## src/rtl/ct_ifu_ibuf_rd_ctrl.sv

```systemverilog
// -----------------------------------------------------------------------------
// ct_ifu_ibuf_rd_ctrl
//
// Read side of the IFU instruction buffer. Looks at the four half-word entries
// starting at rd_ptr, assembles up to two 16/32-bit instructions per cycle and
// registers them toward IDU. Consumed entries get a combinational retire strobe
// in the accept cycle, so they drop valid on the same edge that rd_ptr moves
// past them.
//
// Ports
//   forever_cpuclk      block clock
//   cpurst_b            asynchronous active-low reset
//   ibuf_flush          clears rd_ptr and the output valids; wins over accept
//   entry_vld_v         per-entry valid
//   entry_inst_data_v   per-entry half-word, entry i at [16i+15:16i]
//   entry_32_start_v    entry is the low half of a 32-bit instruction
//   entry_acc_err_v     entry carries a fetch exception
//   entry_pc_v          per-entry pc, entry i at [15i+14:15i]
//   idu_ifu_ib_stall    IDU cannot take the output stage
//   entry_retire_v      per-entry retire strobe (combinational)
//   rd_ptr              current read pointer
//   inst0_* / inst1_*   registered instruction slots toward IDU
//   inst0_expt          slot0 holds an exception (slot1 never does)
// -----------------------------------------------------------------------------
module ct_ifu_ibuf_rd_ctrl #(
  parameter int ENTRY_NUM = 16,
  parameter int PTR_W     = 4
) (
  input  logic                    forever_cpuclk,
  input  logic                    cpurst_b,
  input  logic                    ibuf_flush,
  input  logic [ENTRY_NUM-1:0]    entry_vld_v,
  input  logic [16*ENTRY_NUM-1:0] entry_inst_data_v,
  input  logic [ENTRY_NUM-1:0]    entry_32_start_v,
  input  logic [ENTRY_NUM-1:0]    entry_acc_err_v,
  input  logic [15*ENTRY_NUM-1:0] entry_pc_v,
  input  logic                    idu_ifu_ib_stall,
  output logic [ENTRY_NUM-1:0]    entry_retire_v,
  output logic [PTR_W-1:0]        rd_ptr,
  output logic                    inst0_vld,
  output logic [31:0]             inst0_data,
  output logic                    inst0_32,
  output logic [14:0]             inst0_pc,
  output logic                    inst0_expt,
  output logic                    inst1_vld,
  output logic [31:0]             inst1_data,
  output logic                    inst1_32,
  output logic [14:0]             inst1_pc
);

  // Two slots of at most two half-words each never look further than 4 entries.
  localparam int WIN = 4;

  logic [PTR_W-1:0] win_idx   [WIN];
  logic             win_vld   [WIN];
  logic [15:0]      win_data  [WIN];
  logic             win_start [WIN];
  logic             win_acc   [WIN];
  logic [14:0]      win_pc    [WIN];

  // Window onto the ring; the PTR_W-bit add wraps modulo ENTRY_NUM.
  always_comb begin
    for (int k = 0; k < WIN; k++) begin
      win_idx[k]   = rd_ptr + PTR_W'(k);
      win_vld[k]   = entry_vld_v[win_idx[k]];
      win_data[k]  = entry_inst_data_v[16*int'(win_idx[k]) +: 16];
      win_start[k] = entry_32_start_v[win_idx[k]];
      win_acc[k]   = entry_acc_err_v[win_idx[k]];
      win_pc[k]    = entry_pc_v[15*int'(win_idx[k]) +: 15];
    end
  end

  // ---------------------------------------------------------------------------
  // Slot candidates
  // ---------------------------------------------------------------------------
  logic        s0_vld;
  logic        s0_32;
  logic [31:0] s0_data;
  logic        s1_vld;
  logic        s1_32;
  logic [31:0] s1_data;
  logic [14:0] s1_pc;
  logic        b_vld;    // first half-word of slot1
  logic [15:0] b_data;
  logic        b_start;
  logic        b_acc;
  logic [14:0] b_pc;
  logic        h_vld;    // half-word after it (slot1 high half)
  logic [15:0] h_data;
  logic [2:0]  consumed;
  logic        accept;

  // NOTE: every signal written in an always_comb gets a value on every path
  // (defaults first or a full if/else); a path that skips one infers a latch.
  always_comb begin
    // An exception entry is always a one-half-word instruction, even when its
    // 32-bit start bit is also set.
    s0_32   = ~win_acc[0] & win_start[0];
    s0_vld  = win_vld[0] & (~s0_32 | win_vld[1]);
    s0_data = s0_32 ? {win_data[1], win_data[0]} : {16'h0000, win_data[0]};

    if (s0_32) begin
      b_vld   = win_vld[2];
      b_data  = win_data[2];
      b_start = win_start[2];
      b_acc   = win_acc[2];
      b_pc    = win_pc[2];
      h_vld   = win_vld[3];
      h_data  = win_data[3];
    end else begin
      b_vld   = win_vld[1];
      b_data  = win_data[1];
      b_start = win_start[1];
      b_acc   = win_acc[1];
      b_pc    = win_pc[1];
      h_vld   = win_vld[2];
      h_data  = win_data[2];
    end

    // Slot1 is never an exception: an exception entry waits to become slot0,
    // and an exception in slot0 issues alone.
    s1_32   = b_start;
    s1_vld  = s0_vld & ~win_acc[0] & b_vld & ~b_acc & (~b_start | h_vld);
    s1_data = b_start ? {h_data, b_data} : {16'h0000, b_data};
    s1_pc   = b_pc;

    consumed = 3'd0;
    if (s0_vld) begin
      consumed = s0_32 ? 3'd2 : 3'd1;
      if (s1_vld) begin
        consumed = consumed + (s1_32 ? 3'd2 : 3'd1);
      end
    end
  end

  // The output stage is free when empty or drained by IDU; flush overrides.
  assign accept = (~inst0_vld | ~idu_ifu_ib_stall) & ~ibuf_flush;

  // ---------------------------------------------------------------------------
  // Retire strobes: one per consumed entry, only in an accept cycle. The window
  // entries are distinct because ENTRY_NUM >= WIN.
  // ---------------------------------------------------------------------------
  always_comb begin
    entry_retire_v = '0;
    for (int k = 0; k < WIN; k++) begin
      if (accept && (k < int'(consumed))) begin
        entry_retire_v[win_idx[k]] = 1'b1;
      end
    end
  end

  // ---------------------------------------------------------------------------
  // Read pointer and output stage
  // ---------------------------------------------------------------------------
  // NOTE: state is updated with non-blocking assignments so every register
  // samples the pre-edge values regardless of statement order.
  always_ff @(posedge forever_cpuclk or negedge cpurst_b) begin
    if (!cpurst_b) begin
      rd_ptr     <= '0;
      inst0_vld  <= 1'b0;
      inst0_data <= '0;
      inst0_32   <= 1'b0;
      inst0_pc   <= '0;
      inst0_expt <= 1'b0;
      inst1_vld  <= 1'b0;
      inst1_data <= '0;
      inst1_32   <= 1'b0;
      inst1_pc   <= '0;
    end else if (ibuf_flush) begin
      rd_ptr    <= '0;
      inst0_vld <= 1'b0;
      inst1_vld <= 1'b0;
    end else if (accept) begin
      rd_ptr     <= rd_ptr + PTR_W'(consumed);
      inst0_vld  <= s0_vld;
      inst0_data <= s0_data;
      inst0_32   <= s0_32;
      inst0_pc   <= win_pc[0];
      inst0_expt <= win_acc[0];
      inst1_vld  <= s1_vld;
      inst1_data <= s1_data;
      inst1_32   <= s1_32;
      inst1_pc   <= s1_pc;
    end
  end

endmodule

```

## config.mk

```make
export PLATFORM = sky130hd
export DESIGN_NAME = ct_ifu_ibuf_rd_ctrl
export DESIGN_NICKNAME = d
export VERILOG_FILES = /design/src/rtl/ct_ifu_ibuf_rd_ctrl.sv
export SDC_FILE = /design/constraint.sdc
export NUM_CORES = 1
export LEC_CHECK = 0
export BUFFER_PORTS_ARGS = -buffer_cell sky130_fd_sc_hd__buf_4
export CORE_AREA = 2 2 260 262
export DETAILED_ROUTE_END_ITERATION = 10
export DIE_AREA = 0 0 262 264
export SLEW_MARGIN = 20
export SYNTH_ARGS = -nofsm -noshare
export SYNTH_HDL_FRONTEND = slang
export SYNTH_SLANG_ARGS = --single-unit
```

## constraint.sdc

```tcl
create_clock -name forever_cpuclk -period 13.8 [get_ports forever_cpuclk]
set_clock_uncertainty 0.15 [all_clocks]
set_input_delay 1.38 -clock forever_cpuclk [delete_from_list [all_inputs] [get_ports forever_cpuclk]]
set_output_delay 1.38 -clock forever_cpuclk [all_outputs]
set_load 0.01 [all_outputs]
```

==> Flow_metrics.wiki <==
{| class="wikitable"
! Metric !! Value
|-
| Run status || finished clean
|-
| Net switching power figure || 0.00224 W
|-
| Ordered list of cells on the worst path || buf_12 -> clkinv_2 -> ha_4 -> buf_4 -> mux4_2 -> mux2i_1 -> mux2_2 -> a21oi_1 -> a21oi_1 -> inv_1 -> ha_1 -> nand2b_1 -> nor3_1 -> a21oi_1 -> and3_1 -> a211o_1 -> buf_4
|-
| Leading cell type in the layout, fill and taps excluded || sky130_fd_sc_hd__buf_4
|-
| Crit path capture type || primary output
|-
| Met3 capacity usage during global routing || 8.75%
|-
| Most numerous cell on the critical path || sky130_fd_sc_hd__a21oi_1
|-
| Number of sinks on the clock net || 103
|-
| Worst min-delay path endpoint || inst0_pc[4]$_DFFE_PN0P_
|-
| Class of the most critical hold timing path || reg2reg
|-
| Data required time of the critical path || 12270 ps
|-
| Most congested layer reported by global routing || met2
|-
| Total length of routed wires || 96700 um
|-
| Clock latency reported for the late side of the worst-skew pair || 400 ps
|-
| Synth Register Bits || 103
|-
| Crit Path Class || reg2out
|-
| GRT Overall Usage || 27.2%
|-
| Number of DRC markers in iteration 0 || 2336
|-
| Sequential-to-total area share from yosys stat || 14.3%
|-
| Cell area after synthesis || 18100 um2
|-
| IO Pins || 667
|-
| Comb pwr share || 79.5%
|-
| Maximum clock insertion buffer count || 2
|-
| Wire length of the first global-routing pass || 139000 um
|-
| Input/output buffers || 666
|-
| Drt wl/cell || 31.1 um
|-
| Total internal power || 0.00206 W
|-
| Switching share of power || 52.1%
|-
| Synthesized area per cell || 10.6 um2
|-
| Yosys warning count || 0
|-
| Net count, final || 2776
|-
| Final Max Slew Viols || 0
|-
| R2R depth || 18
|-
| Share of layout cells above drive strength 1 || 52.4%
|-
| Worst path arrival time || 7460 ps
|-
| Met2 Resource Use GR || 44.4%
|-
| Kind of cell adding the most delay to the critical path || buffers and inverters
|-
| Crit path buffers/inverters || 5
|-
| Global placement routability congestion || 0.931
|-
| Time the final worst path needs with I/O delays and setup || 8990 ps
|-
| Setup TNS || 0 ps
|-
| Reg2reg start || rd_ptr[0]$_DFFE_PN0P_
|-
| DR pass1 iterations || 6
|-
| Share of the clock period used by the worst path || 65.2%
|-
| Buffers inserted during post-CTS setup optimization || 0
|-
| Rel. slew slack || 26.0%
|-
| Global routing usage on met1 || 33.4%
|-
| Std cell rows || 95
|-
| Achievable Freq || 111 MHz
|-
| Starting density of the core || 27.1%
|-
| Library cell contributing the largest single delay on the critical path || sky130_fd_sc_hd__dfrtp_4
|-
| Maximum number of pins on one net before global-route repair || 131
|-
| DP HPWL || 71500 um
|-
| # DRC || 0
|-
| Hold_sp || inst0_pc[4]$_DFFE_PN0P_
|-
| Area growth syn-to-layout || 34.1%
|-
| Remaining global-route overflow || 0
|-
| Tot Pwr || 0.00430 W
|-
| TritonCTS clock tree || built
|-
| Die W || 262 um
|-
| Leak Pwr || 9.32 nW
|-
| Power density over the cells || 177 nW/um2
|-
| Top library cells by usage in the layout, fill and taps aside || 703 x sky130_fd_sc_hd__buf_4, 374 x sky130_fd_sc_hd__mux4_2, 285 x sky130_fd_sc_hd__nand2_1, 107 x sky130_fd_sc_hd__nand3_1, 99 x sky130_fd_sc_hd__dfrtp_1
|-
| Final antenna-violating net count || 0
|-
| Placement-stage worst setup slack || 5160 ps
|-
| Critical path startpoint category || register
|-
| Final-report setup violation count || 0
|-
| Worst setup slack for register-to-register paths || 6580 ps
|-
| Resized cells post-CTS || 0
|-
| Cts bufs inserted || 9
|-
| Core area || 66600 um2
|-
| Largest incremental delay on the critical path || 1000 ps
|-
| Cell count of the worst hold path || 2
|-
| Number of hold violations in the final report || 0
|-
| Die area || 69200 um2
|-
| Hold buffer count at cts || 0
|-
| Root buf cell || sky130_fd_sc_hd__clkbuf_16
|-
| Worst Setup Slack, final || 4810 ps
|-
| H-tree level count || 3
|-
| Final worst hold slack || 336 ps
|-
| Post-Synthesis Net Count || 2266
|-
| CTS clk-pin slew, worst paths || 100 ps
|-
| Vias in the first global route || 20.2k
|-
| Finished Core Util || 36.4%
|-
| Crit-path max FO || 126
|-
| Vertical die dimension || 264 um
|-
| Relative contribution of sequential cells to total power || 13.6%
|-
| Asr flop ratio synth || 100%
|-
| Number of antenna violations at the first check in global routing || 24
|-
| Unrepaired setup endpoints after global routing || no
|-
| Worst r2r dst || rd_ptr[3]$_DFFE_PN0P_
|-
| Transition time at the pin with the least slew margin || 1110 ps
|-
| Max-Cap Viols || 0
|-
| Cells after synthesis || 1704
|-
| IR drop worst, VDD || 0.000133 V
|-
| Number of flops mapped to enable cells by yosys || 0
|-
| Netlist cell types || 64
|-
| Dominant register cell in the synthesized netlist || sky130_fd_sc_hd__dfrtp_1
|-
| Total via count after detailed routing || 19.8k
|-
| Clock network fraction of total power || 6.9%
|-
| Routed vias/inst || 6.36
|}
## kinds of logic (layout without fill, tap and decap cells)
group	after synthesis	after routing	synth area share [%]
other	0	16	0
multiplexers	470	470	52.1
flip-flops	103	103	14.3
AND/OR/NAND/NOR	534	534	13.3
adder cells (fa/ha/maj)	14	14	1.01
AO/OA/AOI/OAI	357	357	13.9
buffers and inverters	214	729	4.79
XOR/XNOR	12	12	0.624
## Yosys cell counts (4+ instances only)
library cell	n	area, um2
sky130_fd_sc_hd__mux4_2	374	8420
sky130_fd_sc_hd__nand2_1	286	1070
sky130_fd_sc_hd__clkbuf_1	139	522
sky130_fd_sc_hd__nand3_1	107	536
sky130_fd_sc_hd__dfrtp_1	103	2580
sky130_fd_sc_hd__o21ai_0	83	415
sky130_fd_sc_hd__mux2i_1	69	691
sky130_fd_sc_hd__nor2_1	53	199
sky130_fd_sc_hd__a31oi_1	44	275
sky130_fd_sc_hd__a211oi_1	38	285
sky130_fd_sc_hd__a21oi_1	35	175
sky130_fd_sc_hd__buf_2	35	175
sky130_fd_sc_hd__buf_1	29	109
sky130_fd_sc_hd__mux2_2	27	304
sky130_fd_sc_hd__a32oi_1	20	175
sky130_fd_sc_hd__and3_1	19	119
sky130_fd_sc_hd__a311oi_1	17	149
sky130_fd_sc_hd__a22o_1	16	140
sky130_fd_sc_hd__a221o_1	14	140
sky130_fd_sc_hd__and4_1	14	123
sky130_fd_sc_hd__a21boi_0	13	97.6
sky130_fd_sc_hd__ha_1	13	163
sky130_fd_sc_hd__nand4_1	12	75.1
sky130_fd_sc_hd__nor3_1	11	55.1
sky130_fd_sc_hd__nor2b_1	10	62.6
sky130_fd_sc_hd__a22oi_1	9	67.6
sky130_fd_sc_hd__a32o_1	9	90.1
sky130_fd_sc_hd__a2bb2oi_1	8	70.1
sky130_fd_sc_hd__o31ai_1	8	60.1
sky130_fd_sc_hd__o22ai_1	7	43.8
sky130_fd_sc_hd__a2111oi_0	6	52.6
sky130_fd_sc_hd__xnor2_1	6	52.6
sky130_fd_sc_hd__a211o_1	5	43.8
sky130_fd_sc_hd__inv_1	5	18.8
sky130_fd_sc_hd__o211ai_1	5	37.5
sky130_fd_sc_hd__xor2_1	5	43.8
sky130_fd_sc_hd__and2_1	4	25.0
sky130_fd_sc_hd__nand2b_1	4	25.0
## stage by stage
stage | instance area (um2) | std cells
floorplan | 18100 | 1704
global placement | 23900 | 3076
detailed placement | 23900 | 3076
CTS | 24200 | 3092
global route | 24200 | 3104
finish | 24200 | 3108
## cell type report
cell class,count,area [um2]
well taps,873,1090
flip-flops and latches,103,2590
clock buffers,10,229
multi-input cells,1387,14900
clock inverters,6,60.1
repair buffers,706,5330
inverters,7,27.5
diodes,16,40.0
fillers,6687,42300
## power groups by stage
stage	registers (W)	clock network [W]	logic [W]
after floorplan	0.000562	0	0.00216
after global placement	0.000584	0	0.00333
after global routing	0.000601	0.000316	0.00363
final	0.000584	0.000296	0.00342
after detailed placement	0.000588	0	0.00338
after CTS	0.000583	0.000306	0.00339
## worst max-delay path by stage
stage / from / to / slack (ps) / depth (start not counted)
detailed placement: rd_ptr[0]$_DFFE_PN0P_ / entry_retire_v[7] / 5160 / 15
floorplan: rd_ptr[0]$_DFFE_PN0P_ / entry_retire_v[0] / 6810 / 21
finish: rd_ptr[0]$_DFFE_PN0P_ / entry_retire_v[13] / 4810 / 17
global route: rd_ptr[0]$_DFFE_PN0P_ / entry_retire_v[13] / 4270 / 17
CTS: rd_ptr[0]$_DFFE_PN0P_ / entry_retire_v[7] / 4670 / 15
global placement: rd_ptr[0]$_DFFE_PN0P_ / entry_retire_v[2] / 5420 / 15
## state kept, by name, indices dropped and copies added, names as in the netlist
register and cells:
inst1_data 32, inst0_pc 15, inst0_data 32, inst1_pc 15, inst0_expt 1, inst1_vld 1
inst0_vld 1, inst1_32 1, rd_ptr 4, inst0_32 1
## worst register-to-register path, stage by stage, from the launching register on
cell,delay [ps]
sky130_fd_sc_hd__dfrtp_4,1000
sky130_fd_sc_hd__buf_12,540
sky130_fd_sc_hd__clkinv_2,340
sky130_fd_sc_hd__ha_4,410
sky130_fd_sc_hd__buf_4,700
sky130_fd_sc_hd__inv_2,650
sky130_fd_sc_hd__mux4_2,510
sky130_fd_sc_hd__mux2i_1,80
sky130_fd_sc_hd__a211o_1,350
sky130_fd_sc_hd__a2111oi_4,640
sky130_fd_sc_hd__nand2_1,390
sky130_fd_sc_hd__mux2i_1,230
sky130_fd_sc_hd__nor2_1,230
sky130_fd_sc_hd__ha_1,260
sky130_fd_sc_hd__a21oi_1,140
sky130_fd_sc_hd__nor2b_1,60
sky130_fd_sc_hd__o21ai_0,200
sky130_fd_sc_hd__xor2_1,160
sky130_fd_sc_hd__nor2_1,60
## routing by layer
| metal | vias to the layer above | routed length, um | part of all wire, % |
|---|---|---|---|
| met4 | 18 | 4210 | 4.4 |
| met1 | 9990 | 35100 | 36 |
| li1 | 8056 | - | - |
| met2 | 1465 | 45900 | 47 |
| met5 | - | 117 | 0.12 |
| met3 | 232 | 11400 | 12 |
No activity file was read; power rests on OpenSTA's default activity.
